## config.mk

```make
export PLATFORM = sky130hd
export DESIGN_NAME = tag_resolver_flat
export DESIGN_NICKNAME = d
export VERILOG_FILES = /design/src/rtl/tag_resolver_if.sv /design/src/rtl/tag_resolver.sv /design/src/flat_wrapper.sv
export SDC_FILE = /design/constraint.sdc
export NUM_CORES = 1
export LEC_CHECK = 0
export CAP_MARGIN = 20
export CORE_MARGIN = 2
export CORE_UTILIZATION = 44
export CTS_CLUSTER_DIAMETER = 30
export DETAILED_ROUTE_END_ITERATION = 8
export GPL_TIMING_DRIVEN = 0
export PLACE_DENSITY = 0.66
export SLEW_MARGIN = 20
export SYNTH_ARGS = -nofsm -noshare
export SYNTH_HDL_FRONTEND = slang
export SYNTH_SLANG_ARGS = --single-unit
```

## constraint.sdc

```tcl
create_clock -name CLK -period 15.3 [get_ports CLK]
set_input_delay 2.295 -clock CLK [delete_from_list [all_inputs] [get_ports CLK]]
set_output_delay 2.295 -clock CLK [all_outputs]
set_load 0.02 [all_outputs]
```

## src/rtl/tag_resolver_if.sv

```systemverilog
// Handshake bundle between a tag register consumer and the tag resolver.
// The master drives the snapshot request and acceptance; the slave presents responders.
interface tag_resolver_if #(
  parameter int N     = 100,
  parameter int IDX_W = 7
);
  logic [N-1:0]     tag_wires;
  logic             load;
  logic             flush;
  logic             ready;
  logic             valid;
  logic [IDX_W-1:0] index;
  logic [IDX_W-1:0] remaining;
  logic             some_none;
  logic             busy;
  logic             done;

  modport master (
    output tag_wires, load, flush, ready,
    input  valid, index, remaining, some_none, busy, done
  );

  modport slave (
    input  tag_wires, load, flush, ready,
    output valid, index, remaining, some_none, busy, done
  );
endinterface

```

## src/rtl/tag_resolver.sv

```systemverilog
// Snapshots a tag vector and enumerates its responders lowest-index first,
// one per accepted handshake, with a single-cycle done pulse at the end.
module tag_resolver #(
  parameter int N     = 100,
  parameter int IDX_W = 7
) (
  input  logic         CLK,
  input  logic         RST,
  tag_resolver_if.slave bus
);
  typedef enum logic [1:0] {IDLE, PRESENT, DONE} state_t;

  state_t           state_reg, state_next;
  logic [N-1:0]     pending_reg, pending_next;
  logic [IDX_W-1:0] remaining_reg, remaining_next;
  logic             some_none_reg, some_none_next;

  logic [IDX_W-1:0] lowest_idx;
  logic [IDX_W-1:0] tag_count;
  logic             valid_int;

  // Descending scan so the lowest set bit is the final assignment.
  always_comb begin
    lowest_idx = '0;
    for (int i = N - 1; i >= 0; i--) begin
      if (pending_reg[i]) lowest_idx = IDX_W'(i);
    end
  end

  always_comb begin
    tag_count = '0;
    for (int i = 0; i < N; i++) begin
      tag_count = tag_count + IDX_W'(bus.tag_wires[i]);
    end
  end

  always_comb begin
    state_next     = state_reg;
    pending_next   = pending_reg;
    remaining_next = remaining_reg;
    some_none_next = some_none_reg;
    valid_int      = 1'b0;
    case (state_reg)
      IDLE: begin
        if (bus.load && !bus.flush) begin
          pending_next   = bus.tag_wires;
          remaining_next = tag_count;
          some_none_next = |bus.tag_wires;
          state_next     = (|bus.tag_wires) ? PRESENT : DONE;
        end
      end
      PRESENT: begin
        valid_int = 1'b1;
        if (bus.flush) begin
          pending_next   = '0;
          remaining_next = '0;
          state_next     = DONE;
        end else if (bus.ready) begin
          // x & (x-1) drops exactly the lowest set bit, i.e. the presented index.
          pending_next   = pending_reg & (pending_reg - N'(1));
          remaining_next = remaining_reg - IDX_W'(1);
          if (remaining_reg == IDX_W'(1)) state_next = DONE;
        end
      end
      DONE: begin
        state_next = IDLE;
      end
      default: begin
        state_next = IDLE;
      end
    endcase
  end

  always_ff @(posedge CLK) begin
    if (RST) begin
      state_reg     <= IDLE;
      pending_reg   <= '0;
      remaining_reg <= '0;
      some_none_reg <= 1'b0;
    end else begin
      state_reg     <= state_next;
      pending_reg   <= pending_next;
      remaining_reg <= remaining_next;
      some_none_reg <= some_none_next;
    end
  end

  assign bus.valid     = valid_int;
  assign bus.index     = valid_int ? lowest_idx : '0;
  assign bus.remaining = remaining_reg;
  assign bus.some_none = some_none_reg;
  assign bus.busy      = (state_reg != IDLE);
  assign bus.done      = (state_reg == DONE);
endmodule

```

## src/flat_wrapper.sv

```systemverilog
// flat-port wrapper written by rule: the top's interface ports become plain ports
module tag_resolver_flat 
#(
  parameter int N     = 100,
  parameter int IDX_W = 7
)
  (CLK, RST, bus_tag_wires, bus_load, bus_flush, bus_ready, bus_valid, bus_index, bus_remaining, bus_some_none, bus_busy, bus_done);
  tag_resolver_if #(.N(N), .IDX_W(IDX_W)) bus_i ();
  input  logic CLK;
  input  logic RST;
  input wire logic [$bits(bus_i.tag_wires)-1:0] bus_tag_wires;
  input wire logic [$bits(bus_i.load)-1:0] bus_load;
  input wire logic [$bits(bus_i.flush)-1:0] bus_flush;
  input wire logic [$bits(bus_i.ready)-1:0] bus_ready;
  output wire logic [$bits(bus_i.valid)-1:0] bus_valid;
  output wire logic [$bits(bus_i.index)-1:0] bus_index;
  output wire logic [$bits(bus_i.remaining)-1:0] bus_remaining;
  output wire logic [$bits(bus_i.some_none)-1:0] bus_some_none;
  output wire logic [$bits(bus_i.busy)-1:0] bus_busy;
  output wire logic [$bits(bus_i.done)-1:0] bus_done;
  assign bus_i.tag_wires = bus_tag_wires;
  assign bus_i.load = bus_load;
  assign bus_i.flush = bus_flush;
  assign bus_i.ready = bus_ready;
  assign bus_valid = bus_i.valid;
  assign bus_index = bus_i.index;
  assign bus_remaining = bus_i.remaining;
  assign bus_some_none = bus_i.some_none;
  assign bus_busy = bus_i.busy;
  assign bus_done = bus_i.done;
  tag_resolver #(.N(N), .IDX_W(IDX_W)) u_core (.CLK(CLK), .RST(RST), .bus(bus_i));
endmodule
```

==> metrics, run 1 <==
status completed; CTS tree done; die height 153 microns; crit-path most repeated cell fa_1; routed len/inst 29.7 microns; crit path buf inv count 4; I/O pin total 123; first-pass GRT wire length approximately 72 mm; Iter 0 DRT Violations around 1,600; clk buf depth 2; hold_buf cts 0; Synth Area in Compound Gates 0.228; Sw Ratio 0.496; antenna violations before repair 1; area delta synth->final 19.4%; final setup fails 0; dpl hpwl just over 40 mm; number of diodes 0; crit path DAT 9.93 ns; commonest non-fill, non-tap cell in the layout inv_1; Ys Warns 0; Synth Area in XOR/XNOR 0.00536; final instance area approximately 12,000 sq um; worst hold path depth 2; f_max 104 MHz; hold endpoint u_core.bus.remaining[6]; DRT antenna net count 0; GRT Util Overall 0.424; Worst Setup End Kind flip-flop; DRT Wirelength 50.3 mm; HP Class flip-flop to flip-flop; final number of max-transition violations 0; vias in the first global route between 10,000 and 15,000; Final Hold Viols 0; CTS root buffer clkbuf_16; pin count of the biggest net entering global routing 20; flops & latches, synth 110; Slew @ Worst Pin between 1 and 1.5 ns; Unique masters post-synth 66; Lkg Pwr between 4 and 5 nW; PwrDens roughly 350 nW/um^2; critical path's slowest cell fa_1; synthesized net count 1,495; Clock Skew between 0.009 and 0.01 ns; clock sinks 110; post-synthesis async set-or-reset flop share 0; Detailed Routing Iterations Pass 1 6; die footprint roughly 23,000 sq um; number of post-CTS setup repair buffers 0; mux cell area share after synthesis 0; commonest non-fill, non-tap cells in the layout inv_1 (159), nor2_1 (148), clkdlybuf4s50_1 (122); ys flop type dfxtp_1; unrepaired setup endpoints after global routing no; Total Power 4.13 mW; H-tree level count 3; CTS buffer count 9; DP Area about 11,000 sq um; NetSw just over 2 mW; Initial Utilization 0.449; vias 11,400; CP required approximately 16 ns; r2r startpoint u_core.pending_reg[22]; setup TNS 0 ns; period utilization 0.629; basic-gate share of the synthesized area counting and, or, nand and nor cells 0.246; R2R depth 9; Worst path top cell family by delay adder cells; clock power share 0.068; max reg flops 100; Synth top area share 0.225; post_cts resized 0; largest family of logic cells by synthesized area simple AND/OR/NAND/NOR gates; CP cell instances clkdlybuf4s50_1, inv_1, ha_1, inv_1, fa_1, fa_1, fa_1, fa_1, fa_1, fa_1, fa_1, fa_1, fa_1, inv_1, fa_1, fa_1, a21o_1, a21oi_1, o21bai_1, a21oi_1, xnor2_1, o211ai_1, a31oi_1; max cap viols 0; Worst-Skew Late Latency 0.38 ns; GR Overflow Total 0; Synth Cell Area about 9800 sq um; hold path start u_core.bus.remaining[6]; RD Place Congestion about 1.0; Yosys top cell by area dfxtp_1; Sequential Power Share 0.083; layout cells sized above 1 0.0240; number of flops mapped to enable cells by yosys 0; # port buffers between 100 and 150; relative slew slack 0.264; Post-Synth Adder-Cell Area 0.209; Post-Syn Instances about 1,300; via/cell ratio 6.74; logic gate share of total power 0.849; max incr delay on CP 0.62 ns; fin util 0.536; maximum vdd drop 2.56 mV; DRC viols 0; critical path class input pin to flip-flop; Reg clk slew, reported paths approximately 0.09 ns; R2R Setup Slk approximately 12 ns; Seq/Total Area, Yosys 0.225; Synth area leaders dfxtp_1 (22%), fa_1 (18%), inv_1 (6.1%); Period minus WS final about 9.6 ns; net count reported at finish approximately 1,600; startpoint types input pin; critical path peak fanout 3; Internal roughly 2.1 mW; worst r2r dst u_core.pending_reg[55]; Avg Cell Area, Syn approximately 7.7 sq um; DIE WIDTH 153 microns; CORE AREA roughly 22,000 sq um; Rows 54
[power groups by stage]
stage                     clock network [mW]  logic (mW)  registers, mW
after floorplan                            0        2.67          0.342
after global placement                     0        3.41          0.347
after detailed placement                   0        3.48          0.347
after CTS                              0.277        3.49          0.341
after global routing                   0.286        3.92          0.345
final                                  0.279        3.51          0.343
[Yosys cell counts, types with 8 or more instances]
cell type  count
a211oi_1       9
or3_1          9
clkbuf_1      57
or4_1         25
nor3_1        47
a311oi_1       9
nor4_1        73
ha_1          23
nand2b_1      10
a22oi_1       48
nand4_1       12
fa_1          88
dfxtp_1      110
inv_1        159
o31ai_1       15
o21bai_1       8
nand2_1       86
o21ai_1       51
a21oi_1      108
o21ai_0       30
nor2_1       148
a31oi_1       19
nand3_1       24
[worst register-to-register path: cells and delay by family (launching register included)]
kind / cells / cell delay [ns]
and+or+nand+nor: 5 / 1.93
buffers and inverters: 2 / 0.52
AOI/OAI and AO/OA: 2 / 0.87
DFF: 1 / 0.30
[worst max path at each step]
stage,from,to,slack (ns),cells after the start
6_report,bus_tag_wires[0],u_core.bus.remaining[6],5.67,23
5_1_grt,bus_tag_wires[0],u_core.bus.remaining[6],5.44,23
4_1_cts,bus_tag_wires[0],u_core.bus.remaining[6],5.69,23
3_5_place_dp,bus_tag_wires[0],u_core.bus.remaining[6],5.30,23
3_3_place_gp,bus_tag_wires[0],u_core.bus.remaining[6],5.38,23
2_1_floorplan,bus_tag_wires[0],u_core.bus.remaining[6],6.45,22
[layout make-up]
cell class	count	area (sq um)
timing repair buffer	122	1220
inverter	159	597
multi-input combinational	949	6760
buffer	61	245
tap	280	350
fill	2213	10100
sequential	110	2200
clock buffer	9	225
clock inverter	7	104
[per-layer routing]
metal,track usage,part of all wire
met2,0.616,0.42
met5,0,0.00079
met4,0.216,0.063
met1,0.582,0.38
met3,0.108,0.14
[logic make-up after synthesis]
group                      count (synthesis)
buffers and inverters                    220
AOI/OAI and AO/OA                        354
and+or+nand+nor                          478
DFF                                      110
adders and majority gates                111
xor gates and xnor gates                   6
[metrics by stage]
stage	setup slack, ns	cells	hold WS [ns]
final	5.67	1697	0.532
after global routing	5.44	1697	0.534
after CTS	5.69	1697	0.513
after detailed placement	5.30	1681	0.501
after global placement	5.38	1681	0.494
after floorplan	6.45	1279	0.485
(Power assumes the default switching activity.)
==> run 2, diff against run 1 <==
--- a/config.mk
+++ b/config.mk
@@ -11,7 +11,7 @@
 export CTS_CLUSTER_DIAMETER = 30
 export DETAILED_ROUTE_END_ITERATION = 8
 export GPL_TIMING_DRIVEN = 0
-export PLACE_DENSITY = 0.66
+export PLACE_DENSITY = 0.68
 export SLEW_MARGIN = 20
 export SYNTH_ARGS = -nofsm -noshare
 export SYNTH_HDL_FRONTEND = slang
==> constraint.sdc (replaced) <==
create_clock -name CLK -period 8.05 [get_ports CLK]
set_input_delay 1.2075 -clock CLK [delete_from_list [all_inputs] [get_ports CLK]]
set_output_delay 1.2075 -clock CLK [all_outputs]
set_load 0.02 [all_outputs]
==> metrics, run 2 (synthesis gave the netlist of run 1 again) <==
net count reported at finish 1,628 (unchanged); status completed (unchanged); period utilization 0.975; clock sinks 110 (unchanged); dpl hpwl 40.2 mm (was 40.3 mm); Worst path top cell family by delay adder cells (unchanged); crit path buf inv count 3 (was 4); final number of max-transition violations 0 (unchanged); startpoint types input pin (unchanged); CTS root buffer clkbuf_16 (unchanged); die height 153 microns (unchanged); DRC viols 0 (unchanged); Final Hold Viols 0 (unchanged); Clock Skew 0.0144 ns (was 0.00965 ns); clk buf depth 2 (unchanged); final instance area 11,800 sq um (was 11,700 sq um); fin util 0.540 (was 0.536); unrepaired setup endpoints after global routing no (unchanged); Period minus WS final 7.85 ns; H-tree level count 3 (unchanged); routed len/inst 29.4 microns (was 29.7 microns); CP cell instances clkdlybuf4s50_1, inv_1, fa_1, fa_1, fa_1, fa_1, fa_1, fa_1, fa_1, fa_1, fa_1, inv_1, fa_2, fa_2, a21o_1, a21oi_2, o21bai_1, a21oi_2, xnor2_2, o211ai_1, a31oi_1 (was clkdlybuf4s50_1, inv_1, ha_1, inv_1, fa_1, fa_1, fa_1, fa_1, fa_1, fa_1, fa_1, fa_1, fa_1, inv_1, fa_1, fa_1, a21o_1, a21oi_1, o21bai_1, a21oi_1, xnor2_1, o211ai_1, a31oi_1); first-pass GRT wire length 73.1 mm (was 72.5 mm); area delta synth->final 20.2% (was 19.4%); setup TNS 0 ns (unchanged); crit-path most repeated cell fa_1 (unchanged); f_max approximately 130 MHz; commonest non-fill, non-tap cells in the layout inv_1 (159), nor2_1 (148), dfxtp_1 (110) (was inv_1 (159), nor2_1 (148), clkdlybuf4s50_1 (122)); Reg clk slew, reported paths 0.09 ns (about the same); critical path peak fanout 3 (unchanged); GR Overflow Total 0 (unchanged); die footprint 23,500 sq um (unchanged); GRT Util Overall 0.423 (was 0.424); Worst Setup End Kind flip-flop (unchanged); number of diodes 0 (unchanged); via/cell ratio 6.73 (was 6.74); pin count of the biggest net entering global routing 20 (unchanged); Rows 54 (unchanged); final setup fails 0 (unchanged); commonest non-fill, non-tap cell in the layout inv_1 (unchanged); crit path DAT 8.15 ns (was 9.93 ns); CTS buffer count 9 (unchanged); relative slew slack 0.260 (was 0.264); # port buffers 122 (unchanged); DRT antenna net count 0 (unchanged); critical path class input pin to flip-flop (unchanged); HP Class flip-flop to flip-flop (unchanged); max cap viols 0 (unchanged); I/O pin total 123 (unchanged); Detailed Routing Iterations Pass 1 6 (unchanged); Slew @ Worst Pin 1.10 ns (was 1.09 ns); max reg flops 100 (unchanged); RD Place Congestion 1.04 (was 1.03); Initial Utilization 0.449 (unchanged); number of post-CTS setup repair buffers 0 (unchanged); CP required 8.35 ns (was 15.60 ns); DP Area 11,400 sq um (unchanged); DIE WIDTH 153 microns (unchanged); Iter 0 DRT Violations 1,683 (was 1,602); vias in the first global route 11,000 (was 10,800); DRT Wirelength 49.8 mm (was 50.3 mm); CTS tree done (unchanged); layout cells sized above 1 0.0318 (was 0.0240); CORE AREA 21,800 sq um (unchanged); vias 11,400 (about the same); Worst-Skew Late Latency 0.38 ns (about the same); max incr delay on CP 0.57 ns (was 0.62 ns); critical path's slowest cell clkdlybuf4s50_1 (was fa_1); antenna violations before repair 0 (was 1)
[run 2: changes by cell type in the layout (fill, tap and decap cells not counted), sizes merged, moves of 3 or more]
| cell | before | now |
|---|---|---|
| dlymetal6s2s | 0 | 44 |
| clkinv | 3 | 0 |
| clkdlybuf4s50 | 122 | 74 |
| clkbuf | 66 | 71 |
[run 2: metal layers]
metal,share of wire,vias to the layer above,GRT usage
met3,0.13,206,0.109
met2,0.42,941,0.616
met4,0.064,0,0.216
li1,-,4813,-
met5,0,-,0
met1,0.39,5455,0.580
[run 2: final timing paths]
path | from | to | slack (ns) | cells past startpoint
worst max register to register | u_core.pending_reg[22] | u_core.pending_reg[55] | 4.36 | 9
worst min register to register | u_core.bus.remaining[6] | u_core.bus.remaining[6] | 0.52 | 2
worst min-delay path | u_core.bus.remaining[6] | u_core.bus.remaining[6] | 0.52 | 2
worst max-delay path | bus_tag_wires[10] | u_core.bus.remaining[6] | 0.20 | 21
[run 2: cell type report]
class	count	area, sq um
clock buffer	10	229
tap	280	350
buffer	61	245
fill	2178	10000
sequential	110	2200
inverter	159	597
timing repair buffer	122	1310
clock inverter	6	52.6
multi-input combinational	949	6790
[run 2: tightest hold or removal path, cell delays in order (launching register included)]
cell and delay, ns:
dfxtp_1 0.35, nand2_1 0.07, a31oi_1 0.06
[run 2: repair_timing]
item,4_1_cts,5_1_grt
gates resized for setup,9,55
setup endpoints to repair,3,3
hold buffers,0,0
gates cloned,0,0
pin swaps,7,11
[run 2: per-stage QoR]
stage,hold slack (ns),worst slack [ns],cells
final,0.523,0.203,1697
after global routing,0.549,0.00580,1697
after CTS,0.524,0.00824,1697
after detailed placement,0.497,-0.767,1681
after global placement,0.493,-0.730,1681
after floorplan,0.485,0.283,1279
Power of run 2 is not shown: default switching activity piles up to over one toggle a cycle in this logic, so the estimate is an artifact.
